--- src/rtl/instr_stream_encoder.sv ---
// Generic FIFO: registered storage, head/tail pointers, occupancy count.
// Latency: a write is visible at the head one cycle after the accepting edge.
// Backpressure: writes are dropped while full (no pass-through); reads ignored while empty.
module isenc_fifo #(
  parameter int W     = 33,
  parameter int DEPTH = 4
) (
  input  logic         clk,
  input  logic         rst,
  input  logic         wr_vld,
  input  logic [W-1:0] wr_dat,
  input  logic         rd_rdy,
  output logic [W-1:0] rd_dat,
  output logic         full,
  output logic         empty
);
  localparam int AW = (DEPTH > 1) ? $clog2(DEPTH) : 1;

  logic [W-1:0] mem [DEPTH];
  logic [AW-1:0] head, tail;
  logic [AW:0]   count;
  logic          wr, rd;

  assign full   = (count == (AW+1)'(DEPTH));
  assign empty  = (count == '0);
  assign wr     = wr_vld && !full;
  assign rd     = rd_rdy && !empty;
  assign rd_dat = mem[head];

  // Storage needs no reset: occupancy gates every read.
  always_ff @(posedge clk) begin
    if (wr) mem[tail] <= wr_dat;
  end

  // DEPTH is a power of two, so pointer overflow is the modulo wrap.
  always_ff @(posedge clk or posedge rst) begin
    if (rst) begin
      head  <= '0;
      tail  <= '0;
      count <= '0;
    end else begin
      if (wr) tail <= tail + AW'(1);
      if (rd) head <= head + AW'(1);
      case ({wr, rd})
        2'b10:   count <= count + (AW+1)'(1);
        2'b01:   count <= count - (AW+1)'(1);
        default: count <= count;
      endcase
    end
  end
endmodule

// Encodes R/lw/sw/beq field tuples into MIPS words and streams them into instruction memory.
// Latency: a tuple accepted at edge N drives mem_we/mem_wdata from the following cycle.
// Backpressure: in_ready drops when the FIFO is full or the last tuple was taken; mem_ready=0 holds the write.
// Ports: clk/rst; start+base_addr open a session; in_* tuple handshake with in_last;
//        mem_we/mem_ready/mem_addr/mem_wdata write port; busy, done pulse, word_count status.
module instr_stream_encoder #(
  parameter int DEPTH  = 4,
  parameter int ADDR_W = 32
) (
  input  logic              clk,
  input  logic              rst,
  input  logic              start,
  input  logic [ADDR_W-1:0] base_addr,
  input  logic              in_valid,
  output logic              in_ready,
  input  logic [1:0]        in_kind,
  input  logic [4:0]        in_rs,
  input  logic [4:0]        in_rt,
  input  logic [4:0]        in_rd,
  input  logic [4:0]        in_shamt,
  input  logic [5:0]        in_funct,
  input  logic [15:0]       in_imm,
  input  logic              in_last,
  output logic              mem_we,
  input  logic              mem_ready,
  output logic [ADDR_W-1:0] mem_addr,
  output logic [31:0]       mem_wdata,
  output logic              busy,
  output logic              done,
  output logic [ADDR_W-1:0] word_count
);
  typedef enum logic [1:0] {IDLE, RUN, DONE} state_t;

  state_t            state;
  logic              last_seen;
  logic [ADDR_W-1:0] addr_q;
  logic [ADDR_W-1:0] wcnt_q;
  logic              push, pop, full, empty;
  logic [31:0]       enc_word;
  logic [32:0]       head_dat;

  always_comb begin
    enc_word = '0;
    case (in_kind)
      2'b00:   enc_word = {6'b000000, in_rs, in_rt, in_rd, in_shamt, in_funct};
      2'b01:   enc_word = {6'b100011, in_rs, in_rt, in_imm};
      2'b10:   enc_word = {6'b101011, in_rs, in_rt, in_imm};
      default: enc_word = {6'b000100, in_rs, in_rt, in_imm};
    endcase
  end

  assign in_ready   = (state == RUN) && !full && !last_seen;
  assign push       = in_valid && in_ready;
  assign mem_we     = (state == RUN) && !empty;
  assign pop        = mem_we && mem_ready;
  assign mem_addr   = addr_q;
  assign mem_wdata  = head_dat[31:0];
  assign word_count = wcnt_q;
  assign busy       = (state == RUN);
  assign done       = (state == DONE);

  // Each entry carries its own last flag so the session ends exactly when the
  // final word has been written, not when it was accepted.
  isenc_fifo #(.W(33), .DEPTH(DEPTH)) u_fifo (
    .clk    (clk),
    .rst    (rst),
    .wr_vld (push),
    .wr_dat ({in_last, enc_word}),
    .rd_rdy (pop),
    .rd_dat (head_dat),
    .full   (full),
    .empty  (empty)
  );

  always_ff @(posedge clk or posedge rst) begin
    if (rst) begin
      state     <= IDLE;
      last_seen <= 1'b0;
      addr_q    <= '0;
      wcnt_q    <= '0;
    end else begin
      case (state)
        IDLE: begin
          if (start) begin
            state     <= RUN;
            addr_q    <= base_addr;
            wcnt_q    <= '0;
            last_seen <= 1'b0;
          end
        end
        RUN: begin
          if (push && in_last) last_seen <= 1'b1;
          if (pop) begin
            addr_q <= addr_q + ADDR_W'(4);
            wcnt_q <= wcnt_q + ADDR_W'(1);
            if (head_dat[32]) state <= DONE;
          end
        end
        DONE:    state <= IDLE;
        default: state <= IDLE;
      endcase
    end
  end
endmodule
--- config.mk ---
export PLATFORM = sky130hd
export DESIGN_NAME = instr_stream_encoder
export DESIGN_NICKNAME = d
export VERILOG_FILES = /design/src/rtl/instr_stream_encoder.sv
export SDC_FILE = /design/constraint.sdc
export NUM_CORES = 1
export LEC_CHECK = 0
export ABC_AREA = 1
export CAP_MARGIN = 20
export CORE_MARGIN = 5
export CORE_UTILIZATION = 30
export CTS_CLUSTER_DIAMETER = 30
export DETAILED_ROUTE_END_ITERATION = 12
export GPL_ROUTABILITY_DRIVEN = 1
export PLACE_DENSITY = 0.57
export REMOVE_ABC_BUFFERS = 1
export SLEW_MARGIN = 20
export SYNTH_ARGS = -nofsm -noshare
export SYNTH_HDL_FRONTEND = slang
export SYNTH_SLANG_ARGS = --single-unit
--- constraint.sdc ---
create_clock -name clk -period 4.18 [get_ports clk]
set_input_delay 0.418 -clock clk [delete_from_list [all_inputs] [get_ports clk]]
set_output_delay 0.418 -clock clk [all_outputs]
set_load 0.005 [all_outputs]
# Word-level counts from Yosys, hierarchy flattened
# Memories as Yosys holds them, arrays and structs flattened.
# Cells that the tools add are included.
dict set report totals {
  regBits 74
  ramBits 132
  input_bits 82
  out_inout_bits 100
  elab_cells 61
  mem_count 1
}
# name depth width rd rd_clocked_by_memory_dff wr line_no
set memory_table {}
lappend memory_table {u_fifo.mem 4 33 1 0 1 19} ;# logic [W-1:0] mem [DEPTH];
dict set report classes {
  n_addsub 6
  eq_ne 11
  n_mux 17
  n_reduce_logical 19
}
# op count
set op_table {}
lappend op_table {{$mux 32} 4}
lappend op_table {{$pmux 32 s2} 2}
lappend op_table {{$pmux 32 s3} 1}
lappend op_table {{$add 32x1->32 const B} 1}
lappend op_table {{$add 32x3->32 const B} 1}
lappend op_table {{$reduce_and 3->1} 3}
lappend op_table {{$logic_and 1x1->1} 8}
lappend op_table {{$eq 2x1->1 const B} 3}
lappend op_table {{$eq 2x2->1 const B} 3}
lappend op_table {{$mux 2} 3}
lappend op_table {{$ne 2x1->1 const B} 3}
lappend op_table {{$pmux 3 s2} 1}
lappend op_table {{$add 2x1->2 const B} 2}
lappend op_table {{$logic_not 2->1} 2}
lappend op_table {{$mux 1} 4}
lappend op_table {{$pmux 2 s2} 1}
lappend op_table {{$reduce_bool 2->1} 2}
lappend op_table {{$add 3x1->3 const B} 1}
lappend op_table {{$eq 3x3->1 const B} 1}
lappend op_table {{$logic_not 1->1} 3}
lappend op_table {{$logic_not 3->1} 1}
lappend op_table {{$sub 3x1->3 const B} 1}
lappend op_table {{$ne 2x2->1 const B} 1}
lappend op_table {{$pmux 1 s2} 1}

# Longest topological paths before layout
# Gate-level depths: netlist of the first run.
dict set report depth {
  word_depth 8
  ltp_mapped 11
  mapped_depth_nobuf 11
}

# Modules after synthesis
# A second synthesis of the first run with hierarchy kept.
dict set report unflattened {
  hier_cells 1256
  hier_area_um2 10628.9
}
# module instances cells_per_inst area_per_inst_um2
set modules_own_cells {}
lappend modules_own_cells {isenc_fifo 1 447 5688.0}
lappend modules_own_cells {instr_stream_encoder 1 809 4941.0}

# Worst setup path after synthesis of the first run
# Ideal clock, no wire load.
dict set report synth_path {
  kind {register to register}
  startpoint {register state[1]}
  endpoint {memory u_fifo.mem[0][0] (enable)}
  arrival_time_ns 2.265
  required_time_ns 3.763
  setup_slack_ns 1.498
  stages_incl_launch_ff 6
  path_buffers 0
  path_cell_list {dfrtp_1 -> nor2_4 -> inv_2 -> nor3_4 -> nand2_2 -> nor2_1}
}
dict set report synth_via {
  elab_chain_len 7
}
# element line_no
set synth_rtl {}
lappend synth_rtl {{start, declared} 86} ;# state_t state;
lappend synth_rtl {{start signal, assigned} 129} ;# state <= IDLE;
lappend synth_rtl {{start signal, assigned} 137} ;# state <= RUN;
lappend synth_rtl {{start signal, assigned} 148} ;# if (head_dat[32]) state <= DONE;
lappend synth_rtl {{$eq 2x1->1} 104} ;# assign in_ready = (state == RUN) && !full && !last_seen;
lappend synth_rtl {{$logic_and 1x1->1 (2 in a row)} 104}
lappend synth_rtl {{named net in_ready} 67} ;# output logic in_ready,
lappend synth_rtl {{$logic_and 1x1->1} 105} ;# assign push = in_valid && in_ready;
lappend synth_rtl {{$logic_and 1x1->1} 26} ;# assign wr = wr_vld && !full;
lappend synth_rtl {{$mux 1} 32} ;# if (wr) mem[tail] <= wr_dat;
lappend synth_rtl {{$mux 1 (not written as such)} 32}
lappend synth_rtl {{end, declared} 19}
# The timed path passes the listed nets, and every way through them passes these cells.

# Worst setup path in the final report of the first run
dict set report layout_path {
  startpoint {register u_fifo.head[0]}
  endpoint {output mem_wdata[24]}
}
dict set report layout_via {
  elab_chain_len 1
}
# element line_no
set layout_rtl {}
lappend layout_rtl {{start, declared} 20} ;# logic [AW-1:0] head, tail;
lappend layout_rtl {{start signal, assigned} 43} ;# if (rd) head <= head + AW'(1);
lappend layout_rtl {{$mem_v2 4x33} n/a}
lappend layout_rtl {{end, declared} 79} ;# output logic [31:0] mem_wdata,
# No other way between the ends.

==> impl_metrics.env, run 1 <==
export IMPL_hp_class="in2async"
export IMPL_area_growth_pct=28.71
export IMPL_yosys_cell_types_count=37
export IMPL_path_clk_slew_ns=0.08
export IMPL_nFillCells=3271
export IMPL_clock_sinks=194
export IMPL_fin_skew_ns=0.01379
export IMPL_irDropWorstVdd_mv=0.3598
export IMPL_rsz0062_at_grt="false"
export IMPL_cts_resized=0
export IMPL_cts_buffer_depth=2
export IMPL_slowest_delay_ns=0.55
export IMPL_start_util_pct=30.44
export IMPL_crit_chain="clkinv_1 > buf_4 > o21ai_0 > o22ai_1 > clkdlybuf4s50_1"
export IMPL_ys_seq_area_share_pct=54.95
export IMPL_reg2reg_slack_ns=1.81
export IMPL_drc=0
export IMPL_antenna_found_initial=0
export IMPL_worstSetupPathType="reg2out"
export IMPL_status="finished clean"
export IMPL_syn_avg_cell_area_sq_um=8.457
export IMPL_final_layout_size_suffix_gt1_share_pct=5.926
export IMPL_crit_fanout=36
export IMPL_required_ns=3.76
export IMPL_max_cap_violations=0
export IMPL_cts_tree="yes"
export IMPL_end_kind="output port"
export IMPL_cts_setup_buffers=0
export IMPL_routed_via_count=8475
export IMPL_synth_area_sq_mm=0.009928
export IMPL_hold_buffers=0
export IMPL_setup_viol=0
export IMPL_die_area_sq_mm=0.03683
export IMPL_grt_pass1_wl_um=44220
export IMPL_dr_pass1_iters=5
export IMPL_die_x_um=191.9
export IMPL_grt_max_degree=83
export IMPL_root_buffer="clkbuf_16"
export IMPL_hold_viol_final=0
export IMPL_grt_remaining_overflow=0
export IMPL_port_buffers=180
export IMPL_routed_wl_um=28320
export IMPL_stdcell_area_sq_mm=0.01278
export IMPL_wl_per_cell_um=15.80
export IMPL_gp_congestion=0.8600
export IMPL_yosysWarnings=0
export IMPL_grtUsageTotal_pct=15.24
export IMPL_dp_hpwl_um=19510
export IMPL_cts_buffers=17
export IMPL_reg2reg_from="state[0]$_DFFE_PP0P_"
export IMPL_cellPowerDensity_mw_per_mm2=611.7
export IMPL_antenna_cells=0
export IMPL_final_nets=1432
export IMPL_ios=182
export IMPL_die_h_um=191.9
export IMPL_leakagePower_nw=4.974
export IMPL_placed_cell_area_sq_mm=0.01215
export IMPL_slew_viol_final=0
export IMPL_worst_slew_pin_slew_ns=0.9343
export IMPL_core_area_sq_mm=0.03262
export IMPL_drtAntennaViolNets=0
export IMPL_r2r_end="u_fifo.mem[2][22]$_DFFE_PP_"
export IMPL_fin_tns_setup_ns=0
export IMPL_timing_fmax_mhz=327.7
export IMPL_cp_slowest_cell="clkinv_1"
export IMPL_reg2reg_depth=7
export IMPL_clk_latency_ns=0.44
export IMPL_routed_via_density=4.729
export IMPL_drt_iter0_drc=518
export IMPL_syn_inst=1174
export IMPL_grt_pass1_vias=8077
export IMPL_worstPathArrival_ns=2.63
export IMPL_cp_start_kind="flip-flop"
export IMPL_hold_worst_slack_ns=0.4641
export IMPL_relSlewSlack_pct=37.64
export IMPL_rows=66
export IMPL_htree_levels=4
export IMPL_fin_crit_ns=3.052
export IMPL_finalCritPeriodShare_pct=73.00
export IMPL_yosys_register_bits=194
synth_stat cells:
cell / n / area share, %
edfxtp_1: 120 / 36
buf_4: 4 / 0.30
buf_6: 3 / 0.34
nand2_2: 7 / 0.44
o31ai_1: 2 / 0.15
clkinv_1: 1 / 0.038
xnor2_1: 1 / 0.088
nor2_2: 5 / 0.32
o21ai_0: 110 / 5.5
buf_2: 16 / 0.81
nand3_1: 86 / 4.3
nand3_2: 1 / 0.10
o21bai_1: 1 / 0.076
a21oi_1: 10 / 0.50
nand2_1: 289 / 11
xor2_1: 11 / 0.97
nand3b_1: 1 / 0.076
nor3_1: 7 / 0.35
dfrtp_1: 74 / 19
buf_1: 1 / 0.038
nand4_1: 20 / 1.3
a31oi_1: 1 / 0.063
o21ai_1: 3 / 0.15
nor2_4: 4 / 0.45
a21oi_2: 2 / 0.18
o211ai_1: 4 / 0.30
or2_2: 6 / 0.38
clkbuf_1: 24 / 0.91
o22ai_1: 29 / 1.8
a31oi_2: 3 / 0.38
conb_1: 1 / 0.038
nor3_4: 1 / 0.16
ha_1: 12 / 1.5
inv_2: 2 / 0.076
nor2_1: 202 / 7.6
fa_1: 1 / 0.20
inv_1: 109 / 4.1
worst max path at each step:
stage / to / slack (ns) / depth (start not counted) / from
global route: mem_wdata[22] / 0.87 / 5 / u_fifo.head[0]$_DFFE_PP0P_
floorplan: u_fifo.mem[0][0]$_DFFE_PP_ / 0.39 / 5 / state[1]$_DFFE_PP0P_
detailed placement: mem_wdata[24] / 1.56 / 5 / u_fifo.head[0]$_DFFE_PP0P_
CTS: mem_wdata[24] / 1.08 / 5 / u_fifo.head[0]$_DFFE_PP0P_
global placement: mem_wdata[24] / 1.55 / 5 / u_fifo.head[0]$_DFFE_PP0P_
finish: mem_wdata[24] / 1.13 / 5 / u_fifo.head[0]$_DFFE_PP0P_
registers in the layout, indices dropped and copies added (netlist names):
register,cells
mem_addr,32
u_fifo.count,3
u_fifo.mem,120
state,2
last_seen,1
word_count,32
u_fifo.head,2
u_fifo.tail,2
per-stage QoR:
step                util (%)  worst slack [ns]  total power [mW]  std cells
floorplan                  -            0.3857             4.472       1126
global placement       37.26             1.552             6.148       1759
detailed placement     37.26             1.562             6.198       1759
CTS                    39.11             1.080             7.892       1791
global route           39.18            0.8677             8.384       1792
finish                 39.18             1.128             7.816       1792
power breakdown:
part	total, mW	switching [mW]	internal (mW)
registers	2.76	0.346	2.41
clock network	1.69	0.821	0.866
logic	3.37	1.95	1.43
worst max-delay path, delay by kind of cell, from the launching register on:
kind / cells / cell delay, ns
buf+inv: 3 / 1.53
flops: 1 / 0.36
compound gates: 2 / 0.29
routing by layer:
metal	vias to the layer above	share of wire, %	wire, um	track usage (%)
li1	4192	-	-	-
met1	4033	46	13020	20.98
met2	225	47	13240	24.62
met3	25	5.7	1606	2.999
met4	0	1.6	454	4.171
met5	-	0	0	0
layout by cell type, fill, tap and decap left out, types with 2 or more instances in the layout:
cell type and n:
a31oi_2 3, nor2_2 9, inv_6 5, inv_8 4, buf_12 2, o21ai_1 3
o211ai_1 4, buf_4 10, a21oi_2 2, ha_1 12, dfrtp_1 73, nand4_1 20
edfxtp_1 120, or2_2 6, xor2_1 11, nand2_2 7, o21ai_0 110, clkbuf_16 17
clkinv_8 3, o22ai_1 29, nand2_1 289, inv_1 108, o31ai_1 2, nor2_1 198
clkdlybuf4s50_1 180, nor2_4 4, a21oi_1 10, nor3_1 7, inv_2 2, nand3_1 86
kinds of logic (layout without fill, tap and decap cells):
family / Yosys count / after routing / share of synthesized area [%]
other cells: 1 / 1 / 0.03777
buf+inv: 160 / 336 / 6.629
simple gates: 629 / 629 / 26.44
fa+ha+maj: 13 / 13 / 1.714
xor+xnor: 12 / 12 / 1.059
flops: 194 / 194 / 54.95
compound gates: 165 / 165 / 9.175
cell type report:
cell class / instances / area, sq um / share of cell area (%)
multi-input combinational: 820 / 3825 / 29.93
timing repair buffer: 192 / 1917 / 15.00
clock buffer: 18 / 429.2 / 3.358
tap: 442 / 553.0 / 4.328
clock inverter: 14 / 176.4 / 1.381
inverter: 112 / 421.7 / 3.300
sequential: 194 / 5456 / 42.70
(Power assumes the default switching activity.)
==> run 2: changes to the inputs <==
--- a/config.mk
+++ b/config.mk
@@ -12,7 +12,7 @@
 export CTS_CLUSTER_DIAMETER = 30
 export DETAILED_ROUTE_END_ITERATION = 12
 export GPL_ROUTABILITY_DRIVEN = 1
-export PLACE_DENSITY = 0.57
+export PLACE_DENSITY = 0.58
 export REMOVE_ABC_BUFFERS = 1
 export SLEW_MARGIN = 20
 export SYNTH_ARGS = -nofsm -noshare
==> constraint.sdc (replaced) <==
create_clock -name clk -period 2.6 [get_ports clk]
set_input_delay 0.26 -clock clk [delete_from_list [all_inputs] [get_ports clk]]
set_output_delay 0.26 -clock clk [all_outputs]
set_load 0.005 [all_outputs]
==> impl_metrics.env, run 2 (synthesis gave the netlist of run 1 again) <==
export IMPL_status="finished clean"
export IMPL_worstPathArrival_ns=2.18
export IMPL_irDropWorstVdd_mv=0.5533
export IMPL_drc=0
export IMPL_antenna_found_initial=1
export IMPL_final_cell_mix="nand2_1 (289), nor2_1 (198), clkdlybuf4s50_1 (180)"
export IMPL_setup_viol=0
export IMPL_start_util_pct=30.44
export IMPL_wl_per_cell_um=15.76
export IMPL_cts_buffer_depth=2
export IMPL_largest_register_ffs=120
export IMPL_required_ns=2.34
export IMPL_nFillCells=3233
export IMPL_rows=66
export IMPL_clock_sinks=194
export IMPL_area_growth_pct=30.08
export IMPL_met3_usage_pct=3.417
export IMPL_htree_levels=4
export IMPL_max_cap_violations=0
export IMPL_grt_max_degree=75
export IMPL_fin_tns_setup_ns=0
export IMPL_final_cells=1800
export IMPL_dr_pass1_iters=5
export IMPL_cts_buffers=17
export IMPL_grt_pass1_vias=8128
export IMPL_final_nets=1440
export IMPL_worstSetupPathType="reg2out"
export IMPL_top_register="u_fifo.mem"
export IMPL_routed_via_count=8450
export IMPL_timing_fmax_mhz=410.6
export IMPL_setup_ws_ns=0.1647
export IMPL_port_buffers=180
export IMPL_path_clk_slew_ns=0.08
export IMPL_fin_crit_ns=2.435
export IMPL_power_total_mw=12.82
export IMPL_relSlewSlack_pct=49.44
export IMPL_root_buffer="clkbuf_16"
export IMPL_end_kind="output port"
export IMPL_placed_cell_area_sq_mm=0.01226
export IMPL_leakagePower_nw=5.043
export IMPL_cellPowerDensity_mw_per_mm2=992.5
export IMPL_antenna_cells=0
export IMPL_dp_hpwl_um=19270
export IMPL_grtUsageTotal_pct=15.33
export IMPL_die_x_um=191.9
export IMPL_cts_tree="yes"
export IMPL_met1_usage_pct=21.29
export IMPL_hold_viol_final=0
export IMPL_cts_setup_buffers=0
export IMPL_use_met2_pct=24.44
export IMPL_final_common_cell="nand2_1"
export IMPL_hp_class="in2async"
export IMPL_core_area_sq_mm=0.03262
export IMPL_stdcell_area_sq_mm=0.01291
export IMPL_ios=182
export IMPL_worst_slew_pin_slew_ns=0.7583
export IMPL_place_ws_ns=0.4355
export IMPL_rsz0062_at_grt="false"
export IMPL_gp_congestion=0.8762
export IMPL_grt_remaining_overflow=0
export IMPL_routed_wl_um=28360
export IMPL_slew_viol_final=0
export IMPL_final_layout_size_suffix_gt1_share_pct=6.701
export IMPL_crit_fanout=32
export IMPL_routed_via_density=4.694
export IMPL_die_area_sq_mm=0.03683
export IMPL_drtAntennaViolNets=0
export IMPL_grt_busiest_layer="met2"
export IMPL_finalCritPeriodShare_pct=93.67
export IMPL_drt_iter0_drc=619
export IMPL_clk_latency_ns=0.44
export IMPL_hold_worst_slack_ns=0.2095
export IMPL_grt_pass1_wl_um=44480
export IMPL_die_h_um=191.9
export IMPL_final_util_pct=39.59
export IMPL_cp_start_kind="flip-flop"
export IMPL_fin_skew_ns=0.01912
export IMPL_placed_cells=1768
## run 2: per-layer routing
layer,vias up,part of all wire [%]
met4,2,1.2
li1,4220,-
met5,-,0.046
met1,3984,46
met3,17,6.2
met2,227,46
## run 2: layout make-up
class	instances	area, sq um	share of cell area [%]
sequential	194	5458	42.26
multi-input combinational	820	3831	29.66
timing repair buffer	200	2006	15.53
tap	442	553.0	4.282
clock buffer	17	425.4	3.294
inverter	112	421.7	3.265
clock inverter	15	220.2	1.705
## run 2: worst max-delay path, stage by stage, from the launching register on
cell and delay (ns):
dfrtp_2 0.42, clkinv_1 0.06, buf_4 0.31, o21ai_0 0.13, o22ai_1 0.24, clkdlybuf4s50_1 0.57
## run 2: where the power goes
part           switching [mW]  internal (mW)
Clock                    1.40           1.43
Combinational            3.16           2.41
Sequential              0.548           3.88
Total                    5.11           7.71
## run 2: path summary, 6_finish.rpt
check                                            start                     endpoint  slack (ns)  cells past startpoint
max                         u_fifo.head[0]$_DFFE_PP0P_                mem_wdata[11]        0.16                      5
min                                                rst      mem_addr[5]$_DFFE_PP0P_        0.21                      3
max reg2reg                u_fifo.count[1]$_DFFE_PP0P_  u_fifo.count[2]$_DFFE_PP0P_        0.46                      9
min reg2reg                    mem_addr[0]$_DFFE_PP0P_      mem_addr[0]$_DFFE_PP0P_        0.49                      2
max in group asynchronous                          rst     mem_addr[21]$_DFFE_PP0P_        2.02                      3
min in group clk                          base_addr[0]      mem_addr[0]$_DFFE_PP0P_        0.35                      3
## run 2: repair_timing
action                                  CTS  global route
endpoints found under the setup margin    0            17
gates resized for setup                   0             3
hold buffers                              0             0
==> run 3: changes to the inputs <==
--- a/config.mk
+++ b/config.mk
@@ -7,7 +7,7 @@
 export LEC_CHECK = 0
 export ABC_AREA = 1
 export CAP_MARGIN = 20
-export CORE_MARGIN = 5
+export CORE_MARGIN = 2
 export CORE_UTILIZATION = 30
 export CTS_CLUSTER_DIAMETER = 30
 export DETAILED_ROUTE_END_ITERATION = 12
==> impl_metrics.env, run 3 (synthesis gave the netlist of run 1 again) <==
export IMPL_status="finished clean"
export IMPL_slew_viol_final=0
export IMPL_leakagePower_nw=5.083
export IMPL_crit_start="u_fifo.head[0]$_DFFE_PP0P_"
export IMPL_gp_congestion=0.8757
export IMPL_drc=0
export IMPL_root_buffer="clkbuf_16"
export IMPL_relSlewSlack_pct=59.62
export IMPL_cts_buffer_depth=2
export IMPL_start_util_pct=30.51
export IMPL_slowest_delay_ns=0.56
export IMPL_drt_iter0_drc=694
export IMPL_dr_pass1_iters=5
export IMPL_core_area_sq_mm=0.03254
export IMPL_ios=182
export IMPL_antenna_found_initial=1
export IMPL_finalCritPeriodShare_pct=94.10
export IMPL_rsz0062_at_grt="false"
export IMPL_fin_crit_ns=2.447
export IMPL_path_buf_inv=3
export IMPL_worstPathArrival_ns=2.19
export IMPL_final_layout_size_suffix_gt1_share_pct=7.038
export IMPL_die_x_um=185.9
export IMPL_clk_latency_ns=0.45
export IMPL_cts_tree="yes"
export IMPL_path_depth=5
export IMPL_r2r_end="u_fifo.count[2]$_DFFE_PP0P_"
export IMPL_clkPwrFrac_pct=22.4
export IMPL_crit_chain="clkinv_1 > buf_4 > o21ai_0 > o22ai_1 > clkdlybuf4s50_1"
export IMPL_routed_wl_um=28120
export IMPL_cp_start_kind="flip-flop"
export IMPL_rows=66
export IMPL_hold_buffers=0
export IMPL_grt_max_degree=70
export IMPL_grtUsageTotal_pct=16.35
export IMPL_routed_via_count=8548
export IMPL_worstSetupPathType="reg2out"
export IMPL_sw_frac_of_total_pct=40.31
export IMPL_power_total_mw=12.95
export IMPL_irDropWorstVdd_mv=0.7994
export IMPL_routed_via_density=4.730
export IMPL_hold_viol_final=0
export IMPL_cellPowerDensity_mw_per_mm2=996.4
export IMPL_grt_pass1_vias=7965
export IMPL_top_register="u_fifo.mem"
export IMPL_area_growth_pct=30.93
export IMPL_power_internal_mw=7.730
export IMPL_path_clk_slew_ns=0.09
export IMPL_timing_fmax_mhz=408.7
export IMPL_fin_skew_ns=0.01956
export IMPL_cts_buffers=17
export IMPL_hp_class="in2async"
export IMPL_place_ws_ns=0.4342
export IMPL_htree_levels=4
export IMPL_end_kind="output port"
export IMPL_required_ns=2.34
export IMPL_max_cap_violations=0
export IMPL_wl_per_cell_um=15.56
export IMPL_setup_ws_ns=0.1535
export IMPL_clock_sinks=194
export IMPL_p_sw_mw=5.221
export IMPL_reg2reg_slack_ns=0.46
export IMPL_cp_slowest_cell="clkdlybuf4s50_1"
export IMPL_worst_slew_pin_slew_ns=0.6050
export IMPL_grt_pass1_wl_um=43370
export IMPL_final_cell_mix="nand2_1 (289), nor2_1 (198), clkdlybuf4s50_1 (180)"
export IMPL_die_h_um=185.9
export IMPL_crit_fanout=36
export IMPL_drtAntennaViolNets=0
export IMPL_hold_worst_slack_ns=0.09270
export IMPL_crit_end="mem_wdata[18]"
export IMPL_die_area_sq_mm=0.03457
export IMPL_port_buffers=180
export IMPL_setup_viol=0
export IMPL_final_common_cell="nand2_1"
export IMPL_grt_remaining_overflow=0
export IMPL_path_delay_family="buffers and inverters"
export IMPL_combPwrFrac_pct=43.4
export IMPL_pwr_share_seq_pct=34.2
export IMPL_final_nets=1446
export IMPL_largest_register_ffs=120
export IMPL_dp_hpwl_um=19520
export IMPL_reg2reg_depth=9
export IMPL_reg2reg_from="u_fifo.count[1]$_DFFE_PP0P_"
export IMPL_multiInputGateArea_sq_mm=0.003831
export IMPL_seq_area_sq_mm=0.005456
export IMPL_nFillCells=3281
## run 3: how the worst min path moves through the flow
stage,depth (start not counted),slack [ns],start,endpoint
after floorplan,0,0.36,in_rt[0],u_fifo.mem[0][16]$_DFFE_PP_
after global placement,2,0.47,mem_addr[0]$_DFFE_PP0P_,mem_addr[0]$_DFFE_PP0P_
after detailed placement,1,0.49,u_fifo.count[0]$_DFFE_PP0P_,u_fifo.count[0]$_DFFE_PP0P_
after CTS,2,0.08,rst,mem_addr[23]$_DFFE_PP0P_
after global routing,2,0.1,rst,mem_addr[23]$_DFFE_PP0P_
final,2,0.09,rst,mem_addr[23]$_DFFE_PP0P_
## run 3: cell type report
| type | count | area share (%) |
|---|---|---|
| Antenna cell | 1 | 0.01925 |
| Clock inverter | 15 | 1.790 |
| Clock buffer | 17 | 3.273 |
| Inverter | 112 | 3.244 |
| Sequential cell | 194 | 41.98 |
| Timing Repair Buffer | 206 | 15.97 |
| Tap cell | 442 | 4.255 |
| Multi-Input combinational cell | 820 | 29.47 |
## run 3: through the flow
| step | std cells | instance area [sq um] | setup TNS [ns] | util, % |
|---|---|---|---|---|
| floorplan | 1126 | 9691 | -158.83 | - |
| global placement | 1770 | 12300 | 0 | 37.79 |
| detailed placement | 1770 | 12300 | 0 | 37.79 |
| CTS | 1802 | 12960 | 0 | 39.82 |
| global route | 1807 | 13000 | 0 | 39.95 |
| finish | 1807 | 13000 | 0 | 39.95 |
## run 3: what timing repair did
item,CTS,global route
resized for setup,1,2
buffers inserted,0,4
endpoints found under the setup margin,5,7
## run 3: metal layers
layer	vias to the layer above	share of wire (%)	GRT usage [%]
li1	4220	-	-
met1	4053	46	22.67
met2	249	46	26.10
met3	26	6.4	3.209
met4	0	1.7	4.378
met5	-	0	0
## run 3: power by group through the flow
stage                     combinational (mW)  clock, mW  sequential [mW]
final                                   5.62       2.90             4.43
after global routing                    6.30       3.11             4.51
after CTS                               5.62       2.98             4.45
after detailed placement                5.60          0             4.51
after global placement                  5.53          0             4.49
after floorplan                         2.75          0             4.44
